### config.mk
export PLATFORM = sky130hd
export DESIGN_NAME = sm_spi_framebuffer_responder
export DESIGN_NICKNAME = d
export VERILOG_FILES = /design/src/rtl/sm_spi_framebuffer_responder.sv
export SDC_FILE = /design/constraint.sdc
export NUM_CORES = 1
export LEC_CHECK = 0
export ABC_AREA = 0
export ABC_CLOCK_PERIOD_IN_PS = 2600
export CAP_MARGIN = 20
export CORE_MARGIN = 3
export CORE_UTILIZATION = 57
export CTS_CLUSTER_SIZE = 30
export DETAILED_ROUTE_END_ITERATION = 10
export GPL_TIMING_DRIVEN = 0
export MAX_ROUTING_LAYER = met4
export PLACE_DENSITY_LB_ADDON = 0.25
export SLEW_MARGIN = 30
export SYNTH_ARGS = -nofsm -noshare
export SYNTH_HDL_FRONTEND = slang
export SYNTH_SLANG_ARGS = --single-unit
### constraint.sdc
create_clock -name clk_50 -period 2.6 [get_ports clk_50]
set_clock_uncertainty 0.05 [all_clocks]
set_input_delay 0.26 -clock clk_50 [delete_from_list [all_inputs] [get_ports clk_50]]
set_output_delay 0.26 -clock clk_50 [all_outputs]
set_load 0.1 [all_outputs]
### src/rtl/sm_spi_framebuffer_responder.sv
// SPI mode-0 responder that looks like a byte-addressed serial SRAM.
// Frames: command byte (0x02 write, 0x03 read), 16-bit address, data bytes.
// All SPI pins are oversampled on clk_50 and the framebuffer RAM is
// reached through a synchronous port with one cycle of read latency.
module sm_spi_framebuffer_responder #(
  parameter int ADDR_W      = 10,
  parameter int SYNC_STAGES = 2
) (
  input  logic              clk_50,
  input  logic              rst_n,
  input  logic              spi_cs,
  input  logic              spi_sck,
  input  logic              spi_si,
  output logic              spi_so,
  output logic              spi_so_en,
  output logic [ADDR_W-1:0] mem_addr,
  output logic [7:0]        mem_wdata,
  output logic              mem_we,
  input  logic [7:0]        mem_rdata,
  output logic              busy,
  output logic              err_cmd
);

  // Wide enough for a command byte and for the kept address bits; the
  // address bits above ADDR_W simply fall off the top of the shifter.
  localparam int SHIFT_W = (ADDR_W > 8) ? ADDR_W : 8;

  typedef enum logic [2:0] {
    S_IDLE,
    S_CMD,
    S_ADDR,
    S_WDATA,
    S_RDATA,
    S_IGNORE
  } state_t;

  state_t state, state_nx;

  logic [SYNC_STAGES-1:0] cs_sync, sck_sync, si_sync;
  logic                   sck_d;
  logic                   cs_s, sck_s, si_s;
  logic                   sck_rise, sck_fall;

  logic [SHIFT_W-2:0]     shift_in;
  logic [SHIFT_W-1:0]     in_word;
  logic [3:0]             bit_cnt;
  logic [ADDR_W-1:0]      ptr;
  logic                   is_read;
  logic [7:0]             so_sr;
  logic                   rd_req, rd_load;

  logic                   abort;
  logic                   cmd_done, cmd_ok, addr_done, byte_done;

  // Input synchronizers and the delayed SCK used for edge detection.
  // NOTE: sequential state uses non-blocking assignments so every flop
  // samples the pre-edge value; blocking here would collapse the chain.
  // The CS chain resets to 1 so reset release never looks like a select.
  always_ff @(posedge clk_50 or negedge rst_n) begin
    if (!rst_n) begin
      cs_sync  <= '1;
      sck_sync <= '0;
      si_sync  <= '0;
      sck_d    <= 1'b0;
    end else begin
      cs_sync  <= {cs_sync[SYNC_STAGES-2:0], spi_cs};
      sck_sync <= {sck_sync[SYNC_STAGES-2:0], spi_sck};
      si_sync  <= {si_sync[SYNC_STAGES-2:0], spi_si};
      sck_d    <= sck_s;
    end
  end

  assign cs_s  = cs_sync[SYNC_STAGES-1];
  assign sck_s = sck_sync[SYNC_STAGES-1];
  assign si_s  = si_sync[SYNC_STAGES-1];

  // Edges seen while deselected are dropped, so CS rising beats SCK rising.
  assign sck_rise = sck_s & ~sck_d & ~cs_s;
  assign sck_fall = ~sck_s & sck_d & ~cs_s;

  // State register.
  always_ff @(posedge clk_50 or negedge rst_n) begin
    if (!rst_n) state <= S_IDLE;
    else        state <= state_nx;
  end

  // Next-state decode.
  always_comb begin
    state_nx = state;
    if (abort) begin
      state_nx = S_IDLE;
    end else begin
      unique case (state)
        S_IDLE:   if (!cs_s) state_nx = S_CMD;
        S_CMD:    if (cmd_done) state_nx = cmd_ok ? S_ADDR : S_IGNORE;
        S_ADDR:   if (addr_done) state_nx = is_read ? S_RDATA : S_WDATA;
        S_WDATA:  state_nx = S_WDATA;
        S_RDATA:  state_nx = S_RDATA;
        S_IGNORE: state_nx = S_IGNORE;
        default:  state_nx = S_IDLE;
      endcase
    end
  end

  // Output and strobe decode from the current state and edge pulses.
  // NOTE: every always_comb target gets a default first, so no path can
  // leave a value held and infer a latch.
  always_comb begin
    busy      = (state != S_IDLE);
    abort     = (state != S_IDLE) && cs_s;
    in_word   = {shift_in, si_s};
    cmd_ok    = (in_word[7:0] == 8'h02) || (in_word[7:0] == 8'h03);
    cmd_done  = (state == S_CMD) && sck_rise && (bit_cnt == 4'd7);
    addr_done = (state == S_ADDR) && sck_rise && (bit_cnt == 4'd15);
    byte_done = ((state == S_WDATA) || (state == S_RDATA)) && sck_rise &&
                (bit_cnt == 4'd7);
  end

  // Datapath: bit shifting, pointer, RAM port and serial output.
  always_ff @(posedge clk_50 or negedge rst_n) begin
    if (!rst_n) begin
      shift_in  <= '0;
      bit_cnt   <= '0;
      ptr       <= '0;
      is_read   <= 1'b0;
      so_sr     <= '0;
      rd_req    <= 1'b0;
      rd_load   <= 1'b0;
      mem_addr  <= '0;
      mem_wdata <= '0;
      mem_we    <= 1'b0;
      err_cmd   <= 1'b0;
      spi_so    <= 1'b0;
      spi_so_en <= 1'b0;
    end else begin
      mem_we  <= 1'b0;
      err_cmd <= 1'b0;
      rd_req  <= 1'b0;
      rd_load <= rd_req;

      if (abort) begin
        // Deselect kills any partial byte and any read in flight.
        spi_so    <= 1'b0;
        spi_so_en <= 1'b0;
        rd_req    <= 1'b0;
        rd_load   <= 1'b0;
      end else begin
        if ((state == S_IDLE) && !cs_s) begin
          bit_cnt  <= '0;
          shift_in <= '0;
        end

        if (sck_rise && (state inside {S_CMD, S_ADDR, S_WDATA, S_RDATA})) begin
          shift_in <= in_word[SHIFT_W-2:0];
          bit_cnt  <= bit_cnt + 4'd1;
        end

        if (cmd_done) begin
          bit_cnt <= '0;
          is_read <= (in_word[7:0] == 8'h03);
          err_cmd <= !cmd_ok;
        end

        if (addr_done) begin
          bit_cnt <= '0;
          ptr     <= in_word[ADDR_W-1:0];
          if (is_read) begin
            mem_addr <= in_word[ADDR_W-1:0];
            rd_req   <= 1'b1;
          end
        end

        if (byte_done) begin
          bit_cnt <= '0;
          ptr     <= ptr + ADDR_W'(1);
          if (state == S_WDATA) begin
            mem_we    <= 1'b1;
            mem_addr  <= ptr;
            mem_wdata <= in_word[7:0];
          end else begin
            mem_addr <= ptr + ADDR_W'(1);
            rd_req   <= 1'b1;
          end
        end

        // RAM data is valid the cycle after the address flop settles.
        if (rd_load) so_sr <= mem_rdata;

        if (sck_fall && (state == S_RDATA)) begin
          spi_so    <= so_sr[7];
          spi_so_en <= 1'b1;
          so_sr     <= {so_sr[6:0], 1'b0};
        end
      end
    end
  end

endmodule
==> results of run 1 <==
[power by group]
part	leakage (nW)	internal, mW	total (mW)	switching (mW)
registers	0.892	1.09	1.14	0.0452
clock network	0.0962	0.449	0.884	0.434
logic	0.743	0.158	0.378	0.221
total	1.73	1.70	2.40	0.700
[critical path: stages (launching register included)]
cell,delay [ps]
dfrtp_1,420
buf_4,210
or3_1,160
dlygate4sd2_1,860
[registers in the layout, summed over array words and instances (netlist names), 2 cells and up]
name,cells
mem_addr,10
ptr,10
shift_in,9
mem_wdata,8
so_sr,8
bit_cnt,4
state,3
cs_sync,2
sck_sync,2
si_sync,2
[cell families (layout without fill, tap and decap cells)]
group / count (synthesis) / after routing
and+or+nand+nor: 106 / 106
AOI/OAI and AO/OA: 75 / 75
DFF: 66 / 66
muxes: 37 / 37
buffers and inverters: 36 / 89
xor gates and xnor gates: 7 / 7
adders and majority gates: 3 / 3
[cells in the mapped netlist, drive strengths merged, types with 2 or more instances]
cell type,number,area [sq um]
a211oi,11,92.6
a21boi,2,15.0
a21oi,4,20.0
a22o,10,87.6
a2bb2oi,3,26.3
a31oi,2,12.5
and2,2,12.5
and3,3,18.8
and3b,3,26.3
and4bb,2,25.0
buf,13,103
clkbuf,13,48.8
dfrtp,64,1600
dfstp,2,52.6
ha,2,25.0
inv,10,37.5
mux2,27,308
mux2i,10,100
nand2,19,71.3
nand2b,7,51.3
nand3,12,60.1
nand3b,2,18.8
nand4,6,37.5
nor2,13,51.3
nor3,13,65.1
nor3b,4,41.3
nor4,5,46.3
nor4b,2,23.8
o21a,3,22.5
o21ai,17,85.1
o221ai,5,43.8
o22ai,5,31.3
o31ai,3,22.5
o41ai,2,17.5
or2,4,25.0
or3,3,18.8
xnor2,5,43.8
xor2,2,17.5
[metal layers]
| layer | routed length (um) | part of all wire [%] | track usage, % | vias to the layer above |
|---|---|---|---|---|
| met1 | 3710 | 47 | 33.2 | 1352 |
| li1 | - | - | - | 1324 |
| met5 | 0 | 0 | - | - |
| met4 | 159 | 2.0 | 9.06 | 0 |
| met2 | 3630 | 46 | 35.2 | 90 |
| met3 | 348 | 4.4 | 3.69 | 21 |
[stage by stage]
step	TNS (ps)	setup slack [ps]	std cells
6_report	0	291	458
5_1_grt	0	183	458
4_1_cts	0	269	458
3_5_place_dp	0	333	441
3_3_place_gp	-61330	-957	440
2_1_floorplan	0	234	330
[worst paths after layout]
path                            cells after the start                       to  slack (ps)                 start
worst max register to register                      6  mem_addr[1]$_DFFE_PN0P_         310  state[1]$_DFFE_PN0P_
worst max-delay path                                3                     busy         290  state[0]$_DFFE_PN0P_
min in group asynchronous                           2     so_sr[5]$_DFFE_PN0P_         320                 rst_n
worst min register to register                      0     si_sync[1]$_DFF_PN0_         300  si_sync[0]$_DFF_PN0_
worst min-delay path                                1     cs_sync[0]$_DFF_PN1_         270                spi_cs
max in group asynchronous                           3   bit_cnt[3]$_DFFE_PN0P_        1660                 rst_n
[layout make-up]
type                            count  area, sq um  area share (%)
Inverter                           10         37.5           0.890
Timing Repair Buffer               37          377            8.93
Multi-Input combinational cell    228         1700            40.4
Buffer                             26          151            3.59
Tap cell                           75         93.8            2.22
Clock buffer                        9          124            2.94
Clock inverter                      7         76.3            1.81
Sequential cell                    66         1650            39.2
[timing repair]
action,in CTS,in global routing
endpoints found under the hold margin,24,0
setup buffers,0,0
setup endpoints to repair,1,0
gates resized for setup,1,0
hold buffers,1,0
==> impl_metrics.toml, run 1 <==
[clock_tree]
clock-sinks = 66
h-tree-depth = 3
clock_latency_ps = 340
clkTransAtPathRegs_ps = 70
clk_path_buf_depth = 2
cts_made_buffers = 9
cts_tree = "built"
root_buffer = "clkbuf_8"

[synthesis]
synthSimpleGateAreaFrac_pct = 18.1
synth_cells = 330
async_flop_share_pct = 100
synthAdderAreaFrac_pct = 1.02
ys_seq_area_share_pct = 46.6
synth_xor_area_share_pct = 1.73
synth_top_family_by_area = "simple AND/OR/NAND/NOR gates"
synth_ff_type = "dfrtp_1"
synth_warnings = 0
synth_seq_cells = 66
syn_avg_cell_area_sq_um = 10.7
syn_nets = 345
synth_compound_area_share_pct = 15.7
synth_edf_count = 0
synth_area_sq_um = 3550
synth.mux.area_fraction_pct = 11.5
synth.distinct_cells = 64

[status]
status = "finished clean"

[placement]
place_congestion = 0.924
post_dp_cell_area_sq_um = 4010
portBuffers = 35
dpl.hpwl_um = 5410

[layout]
drive_gt1_share_pct = 19.3
final_common_cell = "dfrtp_1"
area_growth_pct = 18.9
layout_common_cells = "64 x dfrtp_1, 33 x clkdlybuf4s50_1, 26 x mux2_2"
antenna_cells = 0
fin_nets = 393
nFillCells = 466
fin_area_sq_um = 4220
fin_util_pct = 70.4

[floorplanning]
core_sq_um = 5990
initial_core_util_pct = 59.2
rows = 28
pin_count = 36
dieWidth_um = 84.9
die_area_sq_um = 7210
fp.dieH_um = 84.9

[routing]
vias = 2787
drcViolationCount = 0
dr.pass1.iters = 5
wl_um = 7850
via_per_inst = 6.09
drtIter0Drc = 232
wl_per_cell_um = 17.1
detail-route-antenna-nets = 0

[grt]
grt_pass1_vias = 2682
grt_start_max_net_pins = 41
antenna_found_initial = 0
grt_overflow = 0
grt_pass1_wl_um = 13200
grt_usage_pct = 23.8

[power_and_ir_drop]
power_mw = 2.40
power_density_nw_per_um2 = 569
p_leak_nw = 1.73
vdd_ir_drop_max_v = 0.000374

[timing]
period_minus_slack_ps = 2310
period_share_pct = 88.8
setup_viol = 0
hold_viol = 0
worst_pin_slew_ps = 966
rsz0062_at_grt = "no"
holdWs_ps = 268
maxSlewViolCount = 0
maxSlewHeadroom_pct = 35.4
fmax_ghz = 0.433

[min_path]
hold_class = "in2reg"

[critical_path]
startpoint_type = "flop"
crit_type = "reg2out"
worst-path-max-fanout = 10
end_kind = "output pin"
critical_path_required_ps = 2290
cp.arrival_ps = 2000

[flow_run]
maxCapViolCount = 0
No activity file was read; power rests on OpenSTA's default activity.
==> inputs of run 2 (changes only) <==
- CAP_MARGIN: 20 -> unset
==> results of run 2 <==
Same layout as run 1: the final DEF is identical, and so are final timing and power.
==> inputs of run 3 (changes only) <==
- CELL_PAD_IN_SITES_DETAIL_PLACEMENT: unset -> 0
- CELL_PAD_IN_SITES_GLOBAL_PLACEMENT: unset -> 1
- CORE_UTILIZATION: 57 -> 45
- SKIP_LAST_GASP: unset -> 1
==> run 3 against run 2 <==
Effect of this change: core utilization down 13 points; sequential cell count stayed put; wire length is 7.5% higher; clock-buffer cell count grew 1; highest routed layer unchanged.
==> impl_metrics.toml, run 3 (synthesis gave the netlist of run 1 again) <==
[layout]
antenna_cells = 0
layout_common_cells = "64 x dfrtp_1, 33 x clkdlybuf4s50_1, 26 x mux2_2"
drive_gt1_share_pct = 19.1
nFillCells = 670
final_common_cell = "dfrtp_1"
multiInputGateArea_sq_um = 1700
fin_nets = 393
fin_util_pct = 57.7
regArea_sq_um = 1650
area_growth_pct = 21.2
reg_top3 = "mem_addr: 10 flops, ptr: 10 flops, shift_in: 9 flops"
fin_area_sq_um = 4300

[placement]
portBuffers = 35
pre_cts_slack_ps = 222
post_dp_cell_area_sq_um = 4050
dpl.hpwl_um = 5730
place_congestion = 0.884

[routing]
wl_per_cell_um = 17.5
vias = 2801
route.met3.wl_um = 341
dr.pass1.iters = 4
wl_um = 8440
met1_length_um = 4210
wl_met2_um = 3780
drtIter0Drc = 160
drcViolationCount = 0
detail-route-antenna-nets = 0
top_layer = "met4"
via_per_inst = 5.81

[clock_tree]
cts_setup_buffers = 0
clock-sinks = 66
clock_latency_ps = 340
clkTransAtPathRegs_ps = 80
cts_made_buffers = 9
h-tree-depth = 3
clk_path_buf_depth = 2
root_buffer = "clkbuf_8"
cts_tree = "built"

[grt]
grt_pass1_wl_um = 14400
grt_overflow = 0
antenna_found_initial = 0
grt_usage_pct = 21.4
grt_start_max_net_pins = 46
grt_pass1_vias = 2798

[critical_path]
critical_path_required_ps = 2790
worst-path-max-fanout = 10
startpoint_type = "flop"
end_kind = "flop"
crit_type = "reg2reg"
cp.arrival_ps = 2530

[timing]
setup_viol = 0
setup_slack_ps = 257
maxSlewHeadroom_pct = 33.7
period_share_pct = 90.1
fin_setup_tns_ps = 0
fmax_ghz = 0.427
period_minus_slack_ps = 2340
worst_pin_slew_ps = 992
maxSlewViolCount = 0
rsz0062_at_grt = "no"
hold_viol = 0

[power_and_ir_drop]
vdd_ir_drop_max_v = 0.000270
power_density_nw_per_um2 = 602
p_leak_nw = 1.75
power_mw = 2.59

[status]
status = "finished clean"

[floorplanning]
initial_core_util_pct = 47.6
fp.dieH_um = 94.8
dieWidth_um = 94.8
die_area_sq_um = 8980
core_sq_um = 7450
pin_count = 36
rows = 31

[flow_run]
maxCapViolCount = 0

[min_path]
hold_class = "in2reg"
run 3: cell types whose count changed in the layout (fill, tap and decap cells not counted), sizes merged:
cell and change:
bufinv +2, clkbuf +1, clkinvlp -1, inv -2
run 3: area by class of cell:
type | count | area share [%]
clock buffers | 10 | 2.97
clock inverters | 6 | 2.68
well taps | 99 | 2.88
flip-flops and latches | 66 | 38.5
multi-input cells | 228 | 39.7
repair buffers | 37 | 8.94
plain buffers | 26 | 3.52
inverters | 10 | 0.873
run 3: metrics by stage:
step	cells	hold slack, ps
after floorplan	330	-85.6
after global placement	464	281
after detailed placement	465	131
after CTS	482	265
after global routing	482	292
final	482	278
run 3: per-layer routing:
layer,track usage (%),vias to the layer above
met5,-,-
met4,7.93,0
met3,2.63,9
met2,31.7,70
met1,30.1,1387
li1,-,1335
run 3: timing repair:
action / CTS / global route
endpoints found under the setup margin: 1 / 0
gates resized for setup: 1 / 0
hold buffers: 1 / 0
hold endpoints to repair: 21 / 0
run 3: power by group:
| part | total (mW) | switching (mW) | internal (mW) |
|---|---|---|---|
| sequential | 1.14 | 0.0451 | 1.09 |
| clock | 1.06 | 0.423 | 0.641 |
| combinational | 0.388 | 0.228 | 0.159 |
run 3: path summary, 6_finish.rpt:
check	start	end	slack (ps)	cells past startpoint
max in group asynchronous	rst_n	cs_sync[1]$_DFF_PN1_	1590	3
hold reg to reg	si_sync[0]$_DFF_PN0_	si_sync[1]$_DFF_PN0_	300	0
setup reg to reg	state[1]$_DFFE_PN0P_	mem_addr[1]$_DFFE_PN0P_	260	6
hold / removal	spi_cs	cs_sync[0]$_DFF_PN1_	280	1
setup / recovery	state[1]$_DFFE_PN0P_	mem_addr[1]$_DFFE_PN0P_	260	6
min in group asynchronous	rst_n	so_sr[1]$_DFFE_PN0P_	300	2
run 3: worst max-delay path, cell delays in order, from the launching register on:
cell	delay [ps]
dfrtp_1	370
buf_2	180
and4bb_2	250
a211oi_2	660
or2_1	190
buf_4	200
mux2_2	350
